[config.mk]
export PLATFORM = sky130hd
export DESIGN_NAME = dlfloat_mac_collector
export DESIGN_NICKNAME = d
export VERILOG_FILES = /design/src/rtl/dlfloat_mac_collector.sv
export SDC_FILE = /design/constraint.sdc
export NUM_CORES = 1
export LEC_CHECK = 0
export ABC_AREA = 1
export CAP_MARGIN = 20
export CELL_PAD_IN_SITES_DETAIL_PLACEMENT = 0
export CELL_PAD_IN_SITES_GLOBAL_PLACEMENT = 1
export CORE_UTILIZATION = 45
export CTS_BUF_LIST = sky130_fd_sc_hd__clkbuf_16
export DETAILED_ROUTE_END_ITERATION = 6
export PLACE_DENSITY = 0.85
export SETUP_SLACK_MARGIN = 0.15
export SLEW_MARGIN = 20
export SYNTH_ARGS = -nofsm -noshare
export SYNTH_HDL_FRONTEND = slang
export SYNTH_SLANG_ARGS = --single-unit
[constraint.sdc]
create_clock -name clk -period 4.5 [get_ports clk]
set_clock_uncertainty 0.05 [all_clocks]
set_input_delay 0.9 -clock clk [delete_from_list [all_inputs] [get_ports clk]]
set_output_delay 0.9 -clock clk [all_outputs]
set_load 0.01 [all_outputs]
[src/rtl/dlfloat_mac_collector.sv]
// Collects DLfloat16 MAC results per vector into a result FIFO; output visible 1+MAC_LAT cycles after the last term; valid/ready, a push into a full FIFO drops and sets sticky overflow.
// Optional per-entry NaN/Inf flag output (out_nan) enabled by defining DLF_COLLECT_NAN_FLAG_EN.
module dlfloat_mac_collector #(
  parameter int MAC_LAT = 3,
  parameter int DEPTH   = 4,
  parameter int CNT_W   = 8
) (
  input  logic             clk,
  input  logic             rst_n,
  input  logic             in_valid,
  input  logic             in_last,
  input  logic [15:0]      mac_out,
  output logic             out_valid,
  input  logic             out_ready,
  output logic [15:0]      out_data,
  output logic [CNT_W-1:0] out_cnt,
`ifdef DLF_COLLECT_NAN_FLAG_EN
  output logic             out_nan,
`endif
  output logic             overflow
);

  localparam int AW = $clog2(DEPTH);

  typedef struct packed {
`ifdef DLF_COLLECT_NAN_FLAG_EN
    logic             nan;
`endif
    logic [CNT_W-1:0] cnt;
    logic [15:0]      data;
  } entry_t;

  // Delay line tracking term qualifiers alongside the MAC pipeline
  logic [MAC_LAT-1:0] vld_sr_q, vld_sr_d;
  logic [MAC_LAT-1:0] lst_sr_q, lst_sr_d;
  logic               d_vld, d_lst;

  always_comb begin
    vld_sr_d    = vld_sr_q;
    lst_sr_d    = lst_sr_q;
    vld_sr_d[0] = in_valid;
    lst_sr_d[0] = in_valid & in_last;
    for (int i = 1; i < MAC_LAT; i++) begin
      vld_sr_d[i] = vld_sr_q[i-1];
      lst_sr_d[i] = lst_sr_q[i-1];
    end
  end

  assign d_vld = vld_sr_q[MAC_LAT-1];
  assign d_lst = lst_sr_q[MAC_LAT-1];

  logic [CNT_W-1:0] cnt_q, cnt_d, cnt_inc;

  assign cnt_inc = (cnt_q == {CNT_W{1'b1}}) ? cnt_q : cnt_q + CNT_W'(1);

  always_comb begin
    cnt_d = cnt_q;
    if (d_vld) begin
      cnt_d = d_lst ? '0 : cnt_inc;
    end
  end

  // Result FIFO: extra pointer MSB distinguishes full from empty
  logic [AW:0] wr_ptr_q, wr_ptr_d;
  logic [AW:0] rd_ptr_q, rd_ptr_d;
  entry_t      mem_q [DEPTH];
  entry_t      wr_entry;
  entry_t      head;
  logic        full, empty, push, pop, wr_en;
  logic        ovf_q, ovf_d;

  assign empty = (wr_ptr_q == rd_ptr_q);
  assign full  = (wr_ptr_q[AW] != rd_ptr_q[AW]) &&
                 (wr_ptr_q[AW-1:0] == rd_ptr_q[AW-1:0]);
  assign push  = d_vld & d_lst;
  assign pop   = ~empty & out_ready;
  assign wr_en = push & (~full | pop);

  always_comb begin
    wr_entry      = '0;
    wr_entry.data = mac_out;
    wr_entry.cnt  = cnt_inc;
`ifdef DLF_COLLECT_NAN_FLAG_EN
    wr_entry.nan  = (mac_out == 16'hFFFF);
`endif
  end

  always_comb begin
    wr_ptr_d = wr_ptr_q;
    rd_ptr_d = rd_ptr_q;
    ovf_d    = ovf_q;
    if (wr_en) begin
      wr_ptr_d = wr_ptr_q + (AW+1)'(1);
    end
    if (pop) begin
      rd_ptr_d = rd_ptr_q + (AW+1)'(1);
    end
    if (push && full && !pop) begin
      ovf_d = 1'b1;
    end
  end

  always_ff @(posedge clk) begin
    if (!rst_n) begin
      vld_sr_q <= '0;
      lst_sr_q <= '0;
      cnt_q    <= '0;
      wr_ptr_q <= '0;
      rd_ptr_q <= '0;
      ovf_q    <= 1'b0;
    end else begin
      vld_sr_q <= vld_sr_d;
      lst_sr_q <= lst_sr_d;
      cnt_q    <= cnt_d;
      wr_ptr_q <= wr_ptr_d;
      rd_ptr_q <= rd_ptr_d;
      ovf_q    <= ovf_d;
    end
  end

  always_ff @(posedge clk) begin
    if (rst_n && wr_en) begin
      mem_q[wr_ptr_q[AW-1:0]] <= wr_entry;
    end
  end

  // Storage is not reset, so outputs are gated by occupancy
  assign head      = mem_q[rd_ptr_q[AW-1:0]];
  assign out_valid = ~empty;
  assign out_data  = out_valid ? head.data : '0;
  assign out_cnt   = out_valid ? head.cnt  : '0;
  assign overflow  = ovf_q;
`ifdef DLF_COLLECT_NAN_FLAG_EN
  assign out_nan   = out_valid & head.nan;
`endif

endmodule

==> reports/metrics.sh <==
NUMBER_OF_HOLD_VIOLATIONS_IN_THE_FINAL_REPORT=0
HOLD_PATH.STARTPOINT='lst_sr_q[1]'
FINALSETUPVIOLCOUNT=0
CORE.ROWCOUNT=38
COREAREA_UM2=10840
CLK_PATH_BUF_DEPTH=2
CRIT_REQUIRED_NS=3.55
REGISTER_AREA_SHARE_AFTER_SYNTHESIS_PCT=67.02
DRIVE_ABOVE_1_SHARE_PCT=11.34
DR.PASS1.ITERS=4
PLACE.GP.CONGESTION=0.7487
DESIGN_AREA_UM2=6137
DIE_X_UM=107.3
DP_HPWL_UM=5282
NETLIST_AREA_UM2=4989
CTSHOLDBUFFERS=0
FIN_NETS=508
FIRST_ITER_VIOLATIONS=158
CP.ARRIVAL_NS=2.64
YS.WARNINGS.COUNT=0
TIMING.FINAL.MAX_SLEW_VIOLATIONS=0
FIRST_PASS_GRT_WIRE_LENGTH_UM=13900
GLOBAL_ROUTE_USAGE_OVER_ALL_LAYERS_PCT=16.17
PEAK_FANOUT_ALONG_THE_CRITICAL_PATH=24
MUX_CELL_AREA_SHARE_AFTER_SYNTHESIS_PCT=4.816
GLOBALROUTEMET2UTIL_PCT=26.77
POSTSYNTHREGISTERBITS=119
DRT_DRC_VIOLATIONS_LEFT=0
ROUTED_WL_UM=8738
CELL_COUNT_AFTER_SYNTHESIS=427
DIEAREA_UM2=11510
TIMING.FINAL.CRIT_SHARE_PCT=79.77
AREA_GROWTH_PCT=23.02
TRITONCTS='built'
POSTROUTEANTENNANETS=0
CRITICAL_PATH.ENDPOINT_TYPE='output pin'
NFILLCELLS=919
GRT_ANTENNA_BEFORE_REPAIR=0
GRT-OVFL-TOTAL=0
RESULT_OF_THE_RUN='complete, no violations'
CTS_HTREE_LEVELS=4
CELL_INTERNAL_PWR_mW=2.062
SYNTHESIZED_AREA_FRACTION_OCCUPIED_BY_AND_OR_NAND_NOR_CELLS_PCT=12.32
NET_COUNT_OF_THE_MAPPED_NETLIST=454
ACHIEVABLE-FREQUENCY_GHz=0.2786
VIA_PER_INST=4.934
DETAIL_ROUTE.WL_PER_CELL_UM=13.78
FIN_CRIT_NS=3.589
POWER.SWITCHING_FRACTION_PCT=20.92
MIN-DELAY-PATH-CLASS='reg -> reg'
CTS.CLK_SLEW.WORST_PATHS_NS=0.06
USE_MET3_PCT=4.177
SYNTH_XOR_AREA_SHARE_PCT=0.3511
CRITICAL_PATH.REG2REG.STARTPOINT='wr_ptr_q[0]'
POSTCTSSETUPBUFFERS=0
DPL.CELL_COUNT=602
HOLD_WS_NS=0.3646
NETSW_mW=0.5456
LEAKAGE_nW=2.275
IO_BUFFERS=46
POWER.CLOCK.FRACTION_PCT=48.3
GRT_SETUP_UNREPAIRED='no'
FIN_TNS_SETUP_NS=0
FLOORPLAN.INITIALDENSITY_PCT=46.02
SYNTH_TOP_FAMILY_BY_AREA='simple AND/OR/NAND/NOR gates'
DRV_CAP=0
PLACEDINSTANCEAREA_UM2=5572
BOUNDARY_PIN_COUNT=47
YOSYSUNIQUECELLTYPES=30
IRDROPWORSTVDD_uV=267.2
INSERTION_DELAY_NS=0.41
SYNTHESIS.AREA_PER_INSTANCE_UM2=11.68
CTS_RESIZED=0
COMBINATIONALPOWERSHARE_PCT=5.8
POWERDENSITY_nW_PER_UM2=424.9
CLOCK_SINKS=119
BUSIEST_LAYER='met2'
SHARE_SEQ_OF_TOTAL_POWER_PCT=45.9
DIODES=0
LAYOUTNONFILLERINSTCOUNT=634
MET1_USE_GR_PCT=20.42
TRITONCTS_BUFFERS=17
ROOT_BUFFER_MASTER='sky130_fd_sc_hd__clkbuf_16'
POWER_mW=2.608
DIE_HEIGHT_UM=107.3
SYNTH_COMPOUND_GATE_AREA_SHARE_PCT=7.700
TIMING.SETUP.CRITICAL_PATH_CLASS='reg -> out'
DR_TOTAL_VIAS=3128
WORSTSETUPSTARTPOINTTYPE='register'
SLEW_HEADROOM_PCT=43.92
GRT_PASS1_VIAS=2892
WORST_SLEW_PIN_SLEW_NS=0.8402
MAXIMUM_NUMBER_OF_PINS_ON_ONE_NET_BEFORE_GLOBAL_ROUTE_REPAIR=49
YOSYS.AREA_SHARE.ADDER_PCT=1.505
==> critical path: stages (launching register included) <==
cell and delay, ns:
sky130_fd_sc_hd__dfxtp_2 0.67, sky130_fd_sc_hd__inv_1 0.54, sky130_fd_sc_hd__nor2_1 0.24, sky130_fd_sc_hd__o22ai_1 0.13, sky130_fd_sc_hd__nand2_1 0.12, sky130_fd_sc_hd__inv_1 0.06
sky130_fd_sc_hd__clkdlybuf4s50_1 0.47
==> sequential cells by signal (all words and copies together) (netlist names), named ones only <==
signal	flops
wr_ptr_q	3
lst_sr_q	3
mem_q	96
cnt_q	8
rd_ptr_q	3
overflow	1
vld_sr_q	3
==> layer usage <==
layer,wire length [um],part of all wire (%)
met5,0,0
met4,78,0.89
met3,357,4.1
met2,4225,48
met1,4076,47
==> per-stage QoR <==
stage	utilization (%)	worst slack, ns
final	56.61	0.9105
after global routing	56.61	0.6632
after CTS	56.61	0.8886
after detailed placement	51.40	1.364
after global placement	51.40	1.391
after floorplan	-	0.9926
==> cells in the mapped netlist <==
cell	count	share of area, %
sky130_fd_sc_hd__nor2_1	36	2.7
sky130_fd_sc_hd__ha_1	6	1.5
sky130_fd_sc_hd__buf_2	5	0.50
sky130_fd_sc_hd__o21ai_0	26	2.6
sky130_fd_sc_hd__clkbuf_1	5	0.38
sky130_fd_sc_hd__nand2_2	6	0.75
sky130_fd_sc_hd__nand3_1	14	1.4
sky130_fd_sc_hd__nand3_2	1	0.20
sky130_fd_sc_hd__dfxtp_1	23	9.2
sky130_fd_sc_hd__nand2_4	2	0.45
sky130_fd_sc_hd__xor2_1	2	0.35
sky130_fd_sc_hd__a21oi_1	11	1.1
sky130_fd_sc_hd__clkinv_1	1	0.075
sky130_fd_sc_hd__buf_8	1	0.30
sky130_fd_sc_hd__inv_2	2	0.15
sky130_fd_sc_hd__nor2_2	4	0.50
sky130_fd_sc_hd__edfxtp_1	96	58
sky130_fd_sc_hd__nand2_1	72	5.4
sky130_fd_sc_hd__mux2i_1	24	4.8
sky130_fd_sc_hd__o21a_1	2	0.30
sky130_fd_sc_hd__o22ai_1	24	3.0
sky130_fd_sc_hd__nor3b_1	4	0.60
sky130_fd_sc_hd__buf_6	5	1.1
sky130_fd_sc_hd__and2_1	1	0.13
sky130_fd_sc_hd__a21oi_4	1	0.33
sky130_fd_sc_hd__nand3b_1	1	0.15
sky130_fd_sc_hd__buf_1	1	0.075
sky130_fd_sc_hd__inv_1	49	3.7
sky130_fd_sc_hd__a21oi_2	1	0.18
sky130_fd_sc_hd__o21ai_2	1	0.18
==> layout make-up <==
| type | instances | area, um^2 | area share [%] |
|---|---|---|---|
| Inverter | 52 | 195.2 | 3.180 |
| Timing Repair Buffer | 52 | 505.5 | 8.236 |
| Multi-Input combinational cell | 239 | 1351 | 22.02 |
| Sequential cell | 119 | 3344 | 54.50 |
| Clock inverter | 15 | 140.1 | 2.283 |
| Tap cell | 140 | 175.2 | 2.854 |
| Clock buffer | 17 | 425.4 | 6.932 |
==> cell families after synthesis <==
family	count (synthesis)
xor gates and xnor gates	2
and+or+nand+nor	141
muxes	24
DFF	119
buffers and inverters	69
AOI/OAI and AO/OA	66
adders and majority gates	6
==> power by group through the flow <==
stage	combinational, mW	sequential [mW]	clock (mW)
3_5_place_dp	0.152	1.22	0
5_1_grt	0.165	1.20	1.32
6_report	0.151	1.20	1.26
2_1_floorplan	0.0941	1.21	0
4_1_cts	0.153	1.20	1.27
3_3_place_gp	0.149	1.22	0
==> final timing paths <==
check           endpoint  slack [ns]  depth (start not counted)
max           out_cnt[4]        0.91                          6
min          lst_sr_q[2]        0.36                          2
max reg2reg  mem_q[2][9]        2.70                          8
min reg2reg  lst_sr_q[2]        0.36                          2
==> cell usage in the layout (no fill, tap or decap), drive strengths merged <==
master	n
nand3b	1
xor2	2
clkbuf	17
and2	1
nor3b	4
clkdlybuf4s50	46
nand2	80
clkinvlp	4
buf	6
nand3	15
dfxtp	23
nor2	40
o21ai	27
a21oi	13
clkinv	8
inv	53
edfxtp	96
ha	6
bufinv	2
mux2i	24
o21a	2
o22ai	24
Power figures use the tool's default switching activity.
